<file path="config.mk">
export PLATFORM = sky130hd
export DESIGN_NAME = dbus_bridge
export DESIGN_NICKNAME = d
export VERILOG_FILES = /design/src/rtl/dbus_bridge_pkg.sv /design/src/rtl/dbus_bridge.sv
export SDC_FILE = /design/constraint.sdc
export NUM_CORES = 1
export LEC_CHECK = 0
export CORE_ASPECT_RATIO = 1.4
export CORE_MARGIN = 1.5
export CORE_UTILIZATION = 37
export DETAILED_ROUTE_END_ITERATION = 8
export GPL_TIMING_DRIVEN = 0
export PLACE_DENSITY = 0.86
export SYNTH_ARGS = -nofsm -noshare
export SYNTH_HDL_FRONTEND = slang
export SYNTH_SLANG_ARGS = --single-unit
</file>
<file path="constraint.sdc">
create_clock -name iCLK -period 3.55 [get_ports iCLK]
set_input_delay 0.71 -clock iCLK [delete_from_list [all_inputs] [get_ports iCLK]]
set_output_delay 0.71 -clock iCLK [all_outputs]
set_load 0.1 [all_outputs]
</file>
<file path="src/rtl/dbus_bridge_pkg.sv">
// Shared constants for the data-bus bridge: FSM encoding, logic levels and the
// default read data returned when an access times out.
package dbus_bridge_pkg;

   localparam logic        ON   = 1'b1;
   localparam logic        OFF  = 1'b0;
   localparam logic [31:0] ZERO = 32'h0000_0000;

   localparam logic [1:0] ST_IDLE = 2'd0;
   localparam logic [1:0] ST_WAIT = 2'd1;
   localparam logic [1:0] ST_DONE = 2'd2;

   localparam logic [31:0] ERR_RDATA_DEF = 32'h0000_0000;

endpackage

</file>
<file path="src/rtl/dbus_bridge.sv">
// Bridges the single-cycle CPU data port to a req/ack slave, stalling the CPU until
// each access completes; a per-access timeout forces completion and sets a sticky error.
module dbus_bridge
   import dbus_bridge_pkg::*;
#(
   parameter int unsigned TIMEOUT   = 255,
   parameter logic [31:0] ERR_RDATA = ERR_RDATA_DEF
) (
   input  logic        iCLK,
   input  logic        iRST,
   input  logic        iReadEnable,
   input  logic        iWriteEnable,
   input  logic [3:0]  iByteEnable,
   input  logic [31:0] iAddress,
   input  logic [31:0] iWriteData,
   output logic [31:0] oReadData,
   output logic        oStall,
   output logic        oMemReq,
   output logic        oMemWe,
   output logic [3:0]  oMemBe,
   output logic [31:0] oMemAddr,
   output logic [31:0] oMemWData,
   input  logic        iMemAck,
   input  logic [31:0] iMemRData,
   output logic        oBusError
);

   localparam int unsigned CntW = $clog2(TIMEOUT + 1);
   localparam logic [CntW-1:0] TimeoutCnt = CntW'(TIMEOUT);

   logic [1:0]      state_q, state_d;
   logic [CntW-1:0] cnt_q, cnt_d, cnt_inc;
   logic            req_q, req_d;
   logic            we_q, we_d;
   logic [3:0]      be_q, be_d;
   logic [31:0]     addr_q, addr_d;
   logic [31:0]     wdata_q, wdata_d;
   logic [31:0]     rdata_q, rdata_d;
   logic            err_q, err_d;
   logic            access;
   logic            unused_addr_lsb;

   assign access          = iReadEnable | iWriteEnable;
   assign cnt_inc         = cnt_q + CntW'(1);
   assign unused_addr_lsb = ^iAddress[1:0];

   always_comb begin
      state_d = state_q;
      cnt_d   = cnt_q;
      req_d   = req_q;
      we_d    = we_q;
      be_d    = be_q;
      addr_d  = addr_q;
      wdata_d = wdata_q;
      rdata_d = rdata_q;
      err_d   = err_q;
      case (state_q)
         ST_IDLE: begin
            if (access) begin
               we_d    = iWriteEnable;
               be_d    = iByteEnable;
               addr_d  = {iAddress[31:2], 2'b00};
               wdata_d = iWriteData;
               cnt_d   = '0;
               req_d   = ON;
               state_d = ST_WAIT;
            end
         end
         ST_WAIT: begin
            // cnt_inc is the 1-based index of the current WAIT cycle
            cnt_d = cnt_inc;
            if (iMemAck) begin
               if (!we_q) rdata_d = iMemRData;
               req_d   = OFF;
               state_d = ST_DONE;
            end else if (cnt_inc == TimeoutCnt) begin
               rdata_d = ERR_RDATA;
               err_d   = ON;
               req_d   = OFF;
               state_d = ST_DONE;
            end
         end
         // The request still on the inputs here is the one just completed
         ST_DONE: state_d = ST_IDLE;
         default: begin
            req_d   = OFF;
            state_d = ST_IDLE;
         end
      endcase
   end

   always_ff @(posedge iCLK or posedge iRST) begin
      if (iRST) begin
         state_q <= ST_IDLE;
         cnt_q   <= '0;
         req_q   <= OFF;
         we_q    <= OFF;
         be_q    <= 4'b0000;
         addr_q  <= ZERO;
         wdata_q <= ZERO;
         rdata_q <= ZERO;
         err_q   <= OFF;
      end else begin
         state_q <= state_d;
         cnt_q   <= cnt_d;
         req_q   <= req_d;
         we_q    <= we_d;
         be_q    <= be_d;
         addr_q  <= addr_d;
         wdata_q <= wdata_d;
         rdata_q <= rdata_d;
         err_q   <= err_d;
      end
   end

   assign oStall    = ((state_q == ST_IDLE) & access) | (state_q == ST_WAIT);
   assign oReadData = rdata_q;
   assign oMemReq   = req_q;
   assign oMemWe    = we_q;
   assign oMemBe    = be_q;
   assign oMemAddr  = addr_q;
   assign oMemWData = wdata_q;
   assign oBusError = err_q;

endmodule

</file>
==> results of run 1 <==
==> placed cells by master (no fill, tap or decap), drive strengths merged, types with 2 or more instances in the layout <==
master         count
a22o               3
xor2               2
a21oi              2
nand3              3
conb               2
nand2              8
clkinvlp           4
ha                 2
buf               19
and4               3
o21ai             13
inv                4
dfrtp            111
mux2i             30
nor3b              2
a31oi              2
mux2              66
clkdlybuf4s50    203
nor2              38
clkbuf            13
nand2b             2
clkinv             2
a21o               2
==> synth_stat cells (2+ instances only) <==
| cell | instances | area [µm²] |
|---|---|---|
| sky130_fd_sc_hd__ha_1 | 2 | 25.0 |
| sky130_fd_sc_hd__a21oi_1 | 2 | 10.0 |
| sky130_fd_sc_hd__and4_1 | 2 | 17.5 |
| sky130_fd_sc_hd__a21o_1 | 2 | 15.0 |
| sky130_fd_sc_hd__a31oi_1 | 2 | 12.5 |
| sky130_fd_sc_hd__mux2i_1 | 30 | 300 |
| sky130_fd_sc_hd__buf_6 | 3 | 33.8 |
| sky130_fd_sc_hd__clkbuf_1 | 3 | 11.3 |
| sky130_fd_sc_hd__nand2_1 | 8 | 30.0 |
| sky130_fd_sc_hd__inv_1 | 5 | 18.8 |
| sky130_fd_sc_hd__nor2_1 | 38 | 143 |
| sky130_fd_sc_hd__a22o_1 | 3 | 26.3 |
| sky130_fd_sc_hd__nand3_1 | 3 | 15.0 |
| sky130_fd_sc_hd__mux2_2 | 66 | 743 |
| sky130_fd_sc_hd__dfrtp_1 | 111 | 2780 |
| sky130_fd_sc_hd__o21ai_0 | 13 | 65.1 |
| sky130_fd_sc_hd__buf_4 | 2 | 15.0 |
| sky130_fd_sc_hd__nand2b_1 | 2 | 12.5 |
| sky130_fd_sc_hd__buf_2 | 11 | 55.1 |
==> repair_timing <==
action	CTS	global route
buffers inserted	0	0
setup endpoints to repair	1	1
endpoints found under the hold margin	0	0
resized for setup	4	2
==> area by class of cell <==
cell class / instances / share of cell area, %
buffer: 19 / 1.64
clock buffer: 10 / 3.26
clock inverter: 5 / 0.517
inverter: 5 / 0.321
multi-input combinational: 192 / 22.4
sequential: 111 / 39.6
tap: 147 / 2.62
timing repair buffer: 206 / 29.6
==> final timing paths <==
path / from / endpoint / slack [ps] / cells past startpoint
max: iWriteEnable / oStall / 240 / 7
min: oBusError / oBusError / 470 / 1
min reg2reg: oBusError / oBusError / 470 / 1
max in group asynchronous: iRST / oMemAddr[22] / 2130 / 3
min in group asynchronous: iRST / oMemAddr[29] / 790 / 2
max reg2reg: cnt_q[0] / oReadData[2] / 1300 / 8
==> through the flow <==
| step | hold WS (ps) | instances | utilization, % |
|---|---|---|---|
| after detailed placement | 453 | 680 | 57.1 |
| after CTS | 470 | 695 | 59.4 |
| after global routing | 490 | 695 | 59.3 |
| final | 469 | 695 | 59.3 |
| after global placement | 452 | 678 | 56.8 |
| after floorplan | 489 | 327 | - |
==> per-layer routing <==
metal	share of wire [%]	vias to the layer above	track usage [%]	wire, µm
met1	35	1689	18.3	3950
met2	54	165	33.2	6180
li1	-	1558	-	-
met4	3.3	0	9.48	380
met5	0	-	0	0
met3	7.9	32	5.14	900
==> flip-flops by register name, summed over array words and instances (netlist names) <==
register,cells
oMemWe,1
oReadData,32
state_q,2
oMemBe,4
oMemReq,1
cnt_q,8
oMemAddr,30
oBusError,1
oMemWData,32
==> kinds of logic (layout without fill, tap and decap cells) <==
family,count (synthesis),in the layout
DFF,111,111
muxes,96,96
and+or+nand+nor,60,60
AOI/OAI and AO/OA,30,30
buffers and inverters,24,245
adders and majority gates,2,2
xor gates and xnor gates,2,2
other,1,2
==> worst max-delay path, cell delays in order <==
cell and delay (ps):
sky130_fd_sc_hd__clkdlybuf4s50_1 490, sky130_fd_sc_hd__o21a_1 130, sky130_fd_sc_hd__clkbuf_1 300, sky130_fd_sc_hd__buf_2 330, sky130_fd_sc_hd__nor2_2 130, sky130_fd_sc_hd__inv_1 90, sky130_fd_sc_hd__buf_2 420
==> Implementation_results.wiki, run 1 <==
{| class="wikitable"
! Metric !! Value
|-
| TritonCTS clock tree || done
|-
| Worst max-slew margin expressed relative to the limit || 31.5%
|-
| Number of storage elements in the synthesis netlist || about 110
|-
| Fraction of synthesis flops using an asynchronous set or reset pin || 100%
|-
| Total die area || between 10000 and 15000 µm²
|-
| Area used by sequential logic in the layout || approximately 2800 µm²
|-
| Final hold viol count || 0
|-
| Overall overflow remaining after global route || 0
|-
| Inserted Diodes || 0
|-
| Max_cap viols || 0
|-
| Total clock buffers created by CTS || 9
|-
| Total Wirelength || 11.4 mm
|-
| Number of antenna violations at the first check in global routing || 0
|-
| Kind of launch point of the worst setup path || primary input
|-
| Fill cells || 978
|-
| Count of buffers inserted at the top-level ports || 204
|-
| Total placed instance area || 6750 µm²
|-
| Area fraction in compound gates after synthesis || 4.33%
|-
| Biggest fanout along the worst timing path || 10
|-
| Run status || completed
|-
| Total Neg Setup Slack || 0 ps
|-
| Core box area || 11800 µm²
|-
| Leading register cell type out of synthesis || sky130_fd_sc_hd__dfrtp_1
|-
| Required time worst endpoint || roughly 2800 ps
|-
| Clk Tree Root Cell || sky130_fd_sc_hd__clkbuf_16
|-
| Count of unresolved DRC violations after routing || 0
|-
| Gate Count Post-Synth || 326
|-
| Reg clk slew, reported paths || 70 ps
|-
| Crit path time final || 3310 ps
|-
| Setup violators final || 0
|-
| Fraction of final layout cells sized beyond drive strength 1 || 19.2%
|-
| First-pass detailed-route iteration total || 4
|-
| Post-synthesis average cell area || around 14 µm²
|-
| Setup ws final || 237 ps
|-
| Number of H-tree levels || 3
|-
| Count of routing violations after the opening detailed-route iteration || 72
|-
| Total standard cell area after synthesis || roughly 4500 µm²
|-
| Overall fraction of global-route tracks in use || a little under a fifth
|-
| Total Nets Final || 651
|-
| Highest Clock Rate || approximately 300 MHz
|-
| Wire length of the first global-routing pass || 17.9 mm
|-
| Max Transition Viols Final || 0
|-
| Starting utilization of the core area || 37.9%
|-
| Type of destination of the critical path || primary output
|-
| Half-perimeter wire length after detailed placement || a little under 9 mm
|-
| Share of the clock period used by the worst path || 93.3%
|-
| Synth-to-Final Area Change || 56.6%
|-
| Die X || approximately 96 µm
|-
| Share of the yosys chip area belonging to registers || a little over 60%
|-
| Worst Setup Path Type || primary input to primary output
|-
| Vias || 3444
|-
| Arrival time at the worst endpoint || about 2600 ps
|-
| Last weighted congestion value of the routability-driven placer || between 0.8 and 0.9
|-
| Clock Sink Count || 111
|-
| Via-to-Cell Ratio || 4.96
|-
| Simple-Gate Fraction of Synth Area || 6.15%
|-
| Final instance area || ~7000 µm²
|-
| Post-synthesis xor/xnor area fraction || 0.559%
|-
| Die boundary height || 133 µm
|-
| Via count of the first global-routing pass || 3728
|-
| Worst slack after detailed placement || -580 ps
|-
| I/O pin cnt || between 200 and 250
|-
| CTS Hold Bufs || 0
|-
| Multi-input gate area in the final layout || around 1600 µm²
|-
| Transition time at the pin with the least slew margin || 1020 ps
|-
| Worst-Skew Late Latency || 340 ps
|-
| Synthesized-area fraction occupied by adder cells || 0.559%
|-
| Main combinational cell family by area after synthesis || multiplexers
|-
| Setup repair after global routing missed its margin || no
|-
| Path class of the lowest-slack min-delay path || flop to flop
|-
| Clock buffer depth || 2
|-
| Maximum number of pins on one net before global-route repair || 44
|-
| Cell variety after synth || 37
|-
| Portion of netlist area occupied by mux cells || between 20% and 30%
|-
| Routed Antenna Nets || 0
|-
| Synth Warn # || 0
|-
| Routed WL per cell || 16.4 µm
|-
| Clock skew after layout || around 10 ps
|-
| Number of placement rows || 47
|-
| EDFF count, synth || 0
|}
Power of run 1 is left out: the tool's default activity adds up to more than one toggle a clock period on the data nets, which glitch-free logic cannot reach.
==> run 2, diff against run 1 <==
Settings changed: SETUP_SLACK_MARGIN from default to 0.05, SLEW_MARGIN from default to 10.
==> run 2 against run 1 <==
Clock-buffer cell count grew 2. Cell count is 0.14% higher. Die area unchanged. Via count fell by 0.55%. Global-route usage down 0.080 points. Hold slack got worse by 1.2 ps. Critical path depth unchanged. Register-to-register slack better by 20 ps. Flip-flop and latch count stayed put. Sequential share of layout area shrank 0.056 points. Setup slack got worse by 80 ps. Clock skew decreased by 2.5 ps.
==> Implementation_results.wiki, run 2 (same netlist as run 1, synthesis figures left out) <==
{| class="wikitable"
! Metric !! Value
|-
| Worst slack after detailed placement || -571 ps (was -580 ps)
|-
| Total clock buffers created by CTS || 9 (unchanged)
|-
| First-pass detailed-route iteration total || 4 (unchanged)
|-
| Commonest cells after routing, fill and taps aside || sky130_fd_sc_hd__clkdlybuf4s50_1, sky130_fd_sc_hd__dfrtp_1, sky130_fd_sc_hd__mux2_2 (unchanged)
|-
| Required time worst endpoint || 2840 ps (about the same)
|-
| Die X || 96.0 µm (unchanged)
|-
| Kind of launch point of the worst setup path || primary input (unchanged)
|-
| Fill cells || 983 (was 978)
|-
| Routed WL per cell || 16.3 µm (was 16.4 µm)
|-
| Clk Tree Root Cell || sky130_fd_sc_hd__clkbuf_16 (unchanged)
|-
| Non-filler cells, final || 696 (was 695)
|-
| Highest Clock Rate || 295 MHz (was 302 MHz)
|-
| Setup violators final || 0 (unchanged)
|-
| Type of destination of the critical path || primary output (unchanged)
|-
| Fraction of final layout cells sized beyond drive strength 1 || 18.9% (was 19.2%)
|-
| Clock buffer depth || 2 (unchanged)
|-
| Count of buffers inserted at the top-level ports || 204 (unchanged)
|-
| Reg clk slew, reported paths || 70 ps (about the same)
|-
| Run status || completed (unchanged)
|-
| Clock skew after layout || 7.55 ps (was 10.0 ps)
|-
| Count of routing violations after the opening detailed-route iteration || 99 (was 72)
|-
| Starting utilization of the core area || 37.9% (unchanged)
|-
| Cell with the largest stage delay on the worst path || sky130_fd_sc_hd__clkdlybuf4s50_1 (unchanged)
|-
| Maximum number of pins on one net before global-route repair || 41 (was 44)
|-
| Overall fraction of global-route tracks in use || 18.2% (was 18.3%)
|-
| Worst Setup Path Type || primary input to primary output (unchanged)
|-
| Cell type group with the largest total delay on the critical path || buffers and inverters (unchanged)
|-
| Terminating pin of the worst hold path || oBusError (unchanged)
|-
| TritonCTS clock tree || done (unchanged)
|-
| I/O pin cnt || 209 (unchanged)
|-
| Capturing point of the worst reg2reg path || oReadData[2] (unchanged)
|-
| Number of placement rows || 47 (unchanged)
|-
| Total Nets Final || 651 (unchanged)
|-
| Number of H-tree levels || 3 (unchanged)
|-
| Number of buffer and inverter instances along the worst setup path || 5 (unchanged)
|-
| Maximum single-stage delay on the critical path || 490 ps (about the same)
|-
| Number of setup buffers added after CTS || 0 (unchanged)
|-
| Source of the worst hold timing path || oBusError (unchanged)
|-
| Biggest fanout along the worst timing path || 10 (unchanged)
|-
| Most common cell after layout, fill and taps aside || sky130_fd_sc_hd__clkdlybuf4s50_1 (unchanged)
|-
| Setup ws final || 158 ps (was 237 ps)
|-
| Critical Path, Cell by Cell || clkdlybuf4s50_1 -> o21a_1 -> clkbuf_1 -> buf_2 -> nor2_1 -> inv_1 -> buf_2 (was clkdlybuf4s50_1 -> o21a_1 -> clkbuf_1 -> buf_2 -> nor2_2 -> inv_1 -> buf_2)
|-
| Half-perimeter wire length after detailed placement || 8.72 mm (was 8.81 mm)
|-
| Synth-to-Final Area Change || 56.9% (was 56.6%)
|-
| Count of unresolved DRC violations after routing || 0 (unchanged)
|-
| Total die area || 12800 µm² (unchanged)
|-
| Setup repair after global routing missed its margin || no (unchanged)
|-
| Total Wirelength || 11.3 mm (was 11.4 mm)
|-
| Inserted Diodes || 0 (unchanged)
|-
| Transition time at the pin with the least slew margin || 1030 ps (was 1020 ps)
|-
| Hold path cells || 1 (unchanged)
|-
| CTS Hold Bufs || 0 (unchanged)
|-
| Reg2Reg Depth || 8 (unchanged)
|-
| Vias || 3425 (was 3444)
|-
| Wire length of the first global-routing pass || 17.9 mm (about the same)
|-
| Launching point of the worst reg2reg path || cnt_q[0] (unchanged)
|-
| Arrival time at the worst endpoint || 2680 ps (was 2600 ps)
|-
| Multi-input gate area in the final layout || 1570 µm² (about the same)
|-
| Max Transition Viols Final || 0 (unchanged)
|-
| Clock Sink Count || 111 (unchanged)
|-
| Most common cell on crit path || sky130_fd_sc_hd__buf_2 (unchanged)
|-
| Path class of the lowest-slack min-delay path || flop to flop (unchanged)
|-
| Routed Antenna Nets || 0 (unchanged)
|-
| Last weighted congestion value of the routability-driven placer || 0.814 (unchanged)
|-
| Placed cell count || 680 (unchanged)
|-
| Die boundary height || 133 µm (unchanged)
|-
| Final hold viol count || 0 (unchanged)
|-
| Worst-Skew Late Latency || 340 ps (about the same)
|-
| Via-to-Cell Ratio || 4.92 (was 4.96)
|-
| Core box area || 11800 µm² (unchanged)
|-
| Share of the clock period used by the worst path || 95.6% (was 93.3%)
|-
| Via count of the first global-routing pass || 3741 (was 3728)
|-
| Crit path time final || 3390 ps (was 3310 ps)
|-
| Number of antenna violations at the first check in global routing || 0 (unchanged)
|-
| Resize count post-CTS || 5 (was 4)
|-
| Overall overflow remaining after global route || 0 (unchanged)
|-
| Worst max-slew margin expressed relative to the limit || 31.1% (was 31.5%)
|-
| Max_cap viols || 0 (unchanged)
|-
| Area used by sequential logic in the layout || 2780 µm² (unchanged)
|-
| Worst R2R Setup Slack || 1320 ps (was 1300 ps)
|}
-- run 2: worst max-delay path by stage --
stage | startpoint | to | slack [ps] | cells past startpoint
3_3_place_gp | iWriteEnable | oStall | -570 | 7
6_report | iWriteEnable | oStall | 160 | 7
4_1_cts | iWriteEnable | oStall | 140 | 7
3_5_place_dp | iWriteEnable | oStall | -570 | 7
5_1_grt | iWriteEnable | oStall | 50 | 7
2_1_floorplan | iWriteEnable | oStall | 900 | 5
-- run 2: layer usage --
metal | part of all wire [%] | wire, µm | GRT usage [%] | vias up
met5 | 0 | 0 | 0 | -
met4 | 2.5 | 280 | 6.70 | 0
met3 | 8.4 | 949 | 5.54 | 22
met2 | 54 | 6130 | 33.4 | 160
met1 | 35 | 3950 | 19.0 | 1685
li1 | - | - | - | 1558
-- run 2: worst reg2reg max path, delay by kind of cell, from the launching register on --
kind,cells,cell delay [ps]
DFF,1,420
xor gates and xnor gates,1,190
and+or+nand+nor,4,950
buffers and inverters,2,320
adders and majority gates,1,230
-- run 2: per-stage QoR --
| step | cell area, µm² | hold WS [ps] | setup TNS (ps) | utilization [%] |
|---|---|---|---|---|
| after floorplan | 4490 | 489 | 0 | - |
| after global placement | 6710 | 452 | -569 | 56.8 |
| after detailed placement | 6750 | 454 | -571 | 57.1 |
| after CTS | 7020 | 471 | 0 | 59.4 |
| after global routing | 7020 | 487 | 0 | 59.4 |
| final | 7020 | 468 | 0 | 59.4 |
-- run 2: area by class of cell --
cell class / count / area share [%]
clock inverter: 4 / 0.445
tap: 147 / 2.62
sequential: 111 / 39.5
timing repair buffer: 206 / 29.6
clock buffer: 12 / 3.51
buffer: 19 / 1.64
inverter: 5 / 0.321
multi-input combinational: 192 / 22.4
Power of run 2 is left out for the same reason.
==> run 3, diff against run 2 <==
Settings changed: RECOVER_POWER from default to 25.
==> run 3 against run 2 <==
Via count is essentially flat. Critical path type unchanged. Utilization shrank 0.28 points. Cell count is the same. Critical path depth is the same. Routed wire length is essentially flat. Setup slack gained 11 ps.
==> Implementation_results.wiki, run 3 (same netlist as run 1, synthesis figures left out) <==
{| class="wikitable"
! Metric !! Value
|-
| Clk Tree Root Cell || sky130_fd_sc_hd__clkbuf_16 (unchanged)
|-
| Setup repair after global routing missed its margin || no (unchanged)
|-
| Number of H-tree levels || 3 (unchanged)
|-
| Worst-Skew Late Latency || 340 ps (about the same)
|-
| Die X || 96.0 µm (unchanged)
|-
| Fraction of final layout cells sized beyond drive strength 1 || 18.9% (unchanged)
|-
| Last weighted congestion value of the routability-driven placer || 0.814 (unchanged)
|-
| Worst max-slew margin expressed relative to the limit || 6.37% (was 31.1%)
|-
| Capturing point of the worst reg2reg path || oReadData[2] (unchanged)
|-
| Multi-input gate area in the final layout || 1570 µm² (unchanged)
|-
| Run status || completed (unchanged)
|-
| Arrival time at the worst endpoint || 2670 ps (was 2680 ps)
|-
| Inserted Diodes || 0 (unchanged)
|-
| Most common cell after layout, fill and taps aside || sky130_fd_sc_hd__clkdlybuf4s50_1 (unchanged)
|-
| Die boundary height || 133 µm (unchanged)
|-
| Synth-to-Final Area Change || 56.1% (was 56.9%)
|-
| Clock skew after layout || 7.24 ps (was 7.55 ps)
|-
| Wire length of the first global-routing pass || 17.9 mm (unchanged)
|-
| Number of placement rows || 47 (unchanged)
|-
| Total die area || 12800 µm² (unchanged)
|-
| Number of antenna violations at the first check in global routing || 0 (unchanged)
|-
| Via count of the first global-routing pass || 3741 (unchanged)
|-
| Worst Setup SP || iWriteEnable (unchanged)
|-
| Worst Setup Path Type || primary input to primary output (unchanged)
|-
| Area used by sequential logic in the layout || 2780 µm² (unchanged)
|-
| Biggest fanout along the worst timing path || 10 (unchanged)
|-
| Kind of launch point of the worst setup path || primary input (unchanged)
|-
| Total Wirelength || 11.3 mm (about the same)
|-
| Crit path time final || 3380 ps (was 3390 ps)
|-
| TritonCTS clock tree || done (unchanged)
|-
| Setup violators final || 0 (unchanged)
|-
| Commonest cells after routing, fill and taps aside || sky130_fd_sc_hd__clkdlybuf4s50_1, sky130_fd_sc_hd__dfrtp_1, sky130_fd_sc_hd__mux2_2 (unchanged)
|-
| Vias || 3428 (was 3425)
|-
| Total Nets Final || 651 (unchanged)
|-
| Fill cells || 986 (was 983)
|-
| Final hold viol count || 0 (unchanged)
|-
| Count of unresolved DRC violations after routing || 0 (unchanged)
|-
| Finished Core Util || 59.2% (was 59.4%)
|-
| Total Neg Setup Slack || 0 ps (unchanged)
|-
| Count of buffers inserted at the top-level ports || 204 (unchanged)
|-
| Setup ws final || 169 ps (was 158 ps)
|-
| Type of destination of the critical path || primary output (unchanged)
|-
| Clock buffer depth || 2 (unchanged)
|-
| Max Transition Viols Final || 0 (unchanged)
|-
| Placed cell count || 680 (unchanged)
|-
| Path class of the lowest-slack min-delay path || flop to flop (unchanged)
|-
| Reg2Reg Depth || 8 (unchanged)
|-
| First-pass detailed-route iteration total || 4 (unchanged)
|-
| Share of the clock period used by the worst path || 95.2% (was 95.6%)
|-
| Starting utilization of the core area || 37.9% (unchanged)
|-
| Reg clk slew, reported paths || 70 ps (about the same)
|-
| Overall overflow remaining after global route || 0 (unchanged)
|-
| Non-filler cells, final || 696 (unchanged)
|-
| Overall fraction of global-route tracks in use || 18.2% (unchanged)
|-
| CTS Hold Bufs || 0 (unchanged)
|-
| Half-perimeter wire length after detailed placement || 8.72 mm (unchanged)
|-
| Worst R2R Setup Slack || 1300 ps (was 1320 ps)
|-
| Number of setup buffers added after CTS || 0 (unchanged)
|-
| Required time worst endpoint || 2840 ps (about the same)
|-
| Maximum number of pins on one net before global-route repair || 41 (unchanged)
|-
| Total clock buffers created by CTS || 9 (unchanged)
|-
| Capturing element of the worst setup path || oStall (unchanged)
|-
| Clock Sink Count || 111 (unchanged)
|-
| Launching point of the worst reg2reg path || cnt_q[0] (unchanged)
|-
| Routed WL per cell || 16.2 µm (was 16.3 µm)
|-
| Transition time at the pin with the least slew margin || 1400 ps (was 1030 ps)
|-
| Worst slack after detailed placement || -571 ps (unchanged)
|-
| Highest Clock Rate || 296 MHz (was 295 MHz)
|-
| Max_cap viols || 0 (unchanged)
|-
| Via-to-Cell Ratio || 4.93 (was 4.92)
|-
| Routed Antenna Nets || 0 (unchanged)
|-
| I/O pin cnt || 209 (unchanged)
|-
| Count of routing violations after the opening detailed-route iteration || 94 (was 99)
|-
| Core box area || 11800 µm² (unchanged)
|}
[run 3: cell types whose count changed in the layout (fill, tap and decap cells not counted)]
cell and delta:
sky130_fd_sc_hd__clkdlybuf4s50_1 -1, sky130_fd_sc_hd__clkbuf_2 +2, sky130_fd_sc_hd__dlygate4sd3_1 +1, sky130_fd_sc_hd__clkinvlp_2 +1
sky130_fd_sc_hd__clkinvlp_4 -1, sky130_fd_sc_hd__buf_12 -2
[run 3: per-layer routing]
| layer | up-vias | GRT usage, % | wire length, µm |
|---|---|---|---|
| met2 | 166 | 33.4 | 6120 |
| met4 | 0 | 6.70 | 298 |
| li1 | 1559 | - | - |
| met5 | - | 0 | 0 |
| met3 | 24 | 5.54 | 936 |
| met1 | 1679 | 19.0 | 3950 |
[run 3: worst min path at each step]
| stage | startpoint | endpoint | slack [ps] | cells after the start |
|---|---|---|---|---|
| detailed placement | oBusError | oBusError | 450 | 1 |
| global placement | oBusError | oBusError | 450 | 1 |
| floorplan | cnt_q[6] | cnt_q[6] | 490 | 1 |
| finish | oBusError | oBusError | 470 | 1 |
| CTS | oBusError | oBusError | 470 | 1 |
| global route | oBusError | oBusError | 490 | 1 |
[run 3: final cells by class]
cell class	count	area share, %
timing repair buffer	206	29.3
clock inverter	4	0.447
tap	147	2.63
buffer	19	1.65
inverter	5	0.286
multi-input combinational	192	22.5
clock buffer	12	3.53
sequential	111	39.7
[run 3: per-stage QoR]
stage	cell area, µm²	hold slack (ps)
6_report	6990	468
5_1_grt	6990	487
4_1_cts	7020	471
3_5_place_dp	6750	454
3_3_place_gp	6710	452
2_1_floorplan	4490	489
[run 3: repair_timing]
| action | in CTS | in global routing |
|---|---|---|
| hold endpoints to repair | 0 | 0 |
| resized for setup | 5 | 0 |
| endpoints found under the setup margin | 1 | 0 |
[run 3: critical path, stage by stage]
cell and delay, ps:
sky130_fd_sc_hd__clkdlybuf4s50_1 490, sky130_fd_sc_hd__o21a_1 120, sky130_fd_sc_hd__clkbuf_1 310, sky130_fd_sc_hd__buf_2 340
sky130_fd_sc_hd__nor2_1 180, sky130_fd_sc_hd__inv_1 90, sky130_fd_sc_hd__buf_2 430
Power of run 3 is left out for the same reason.
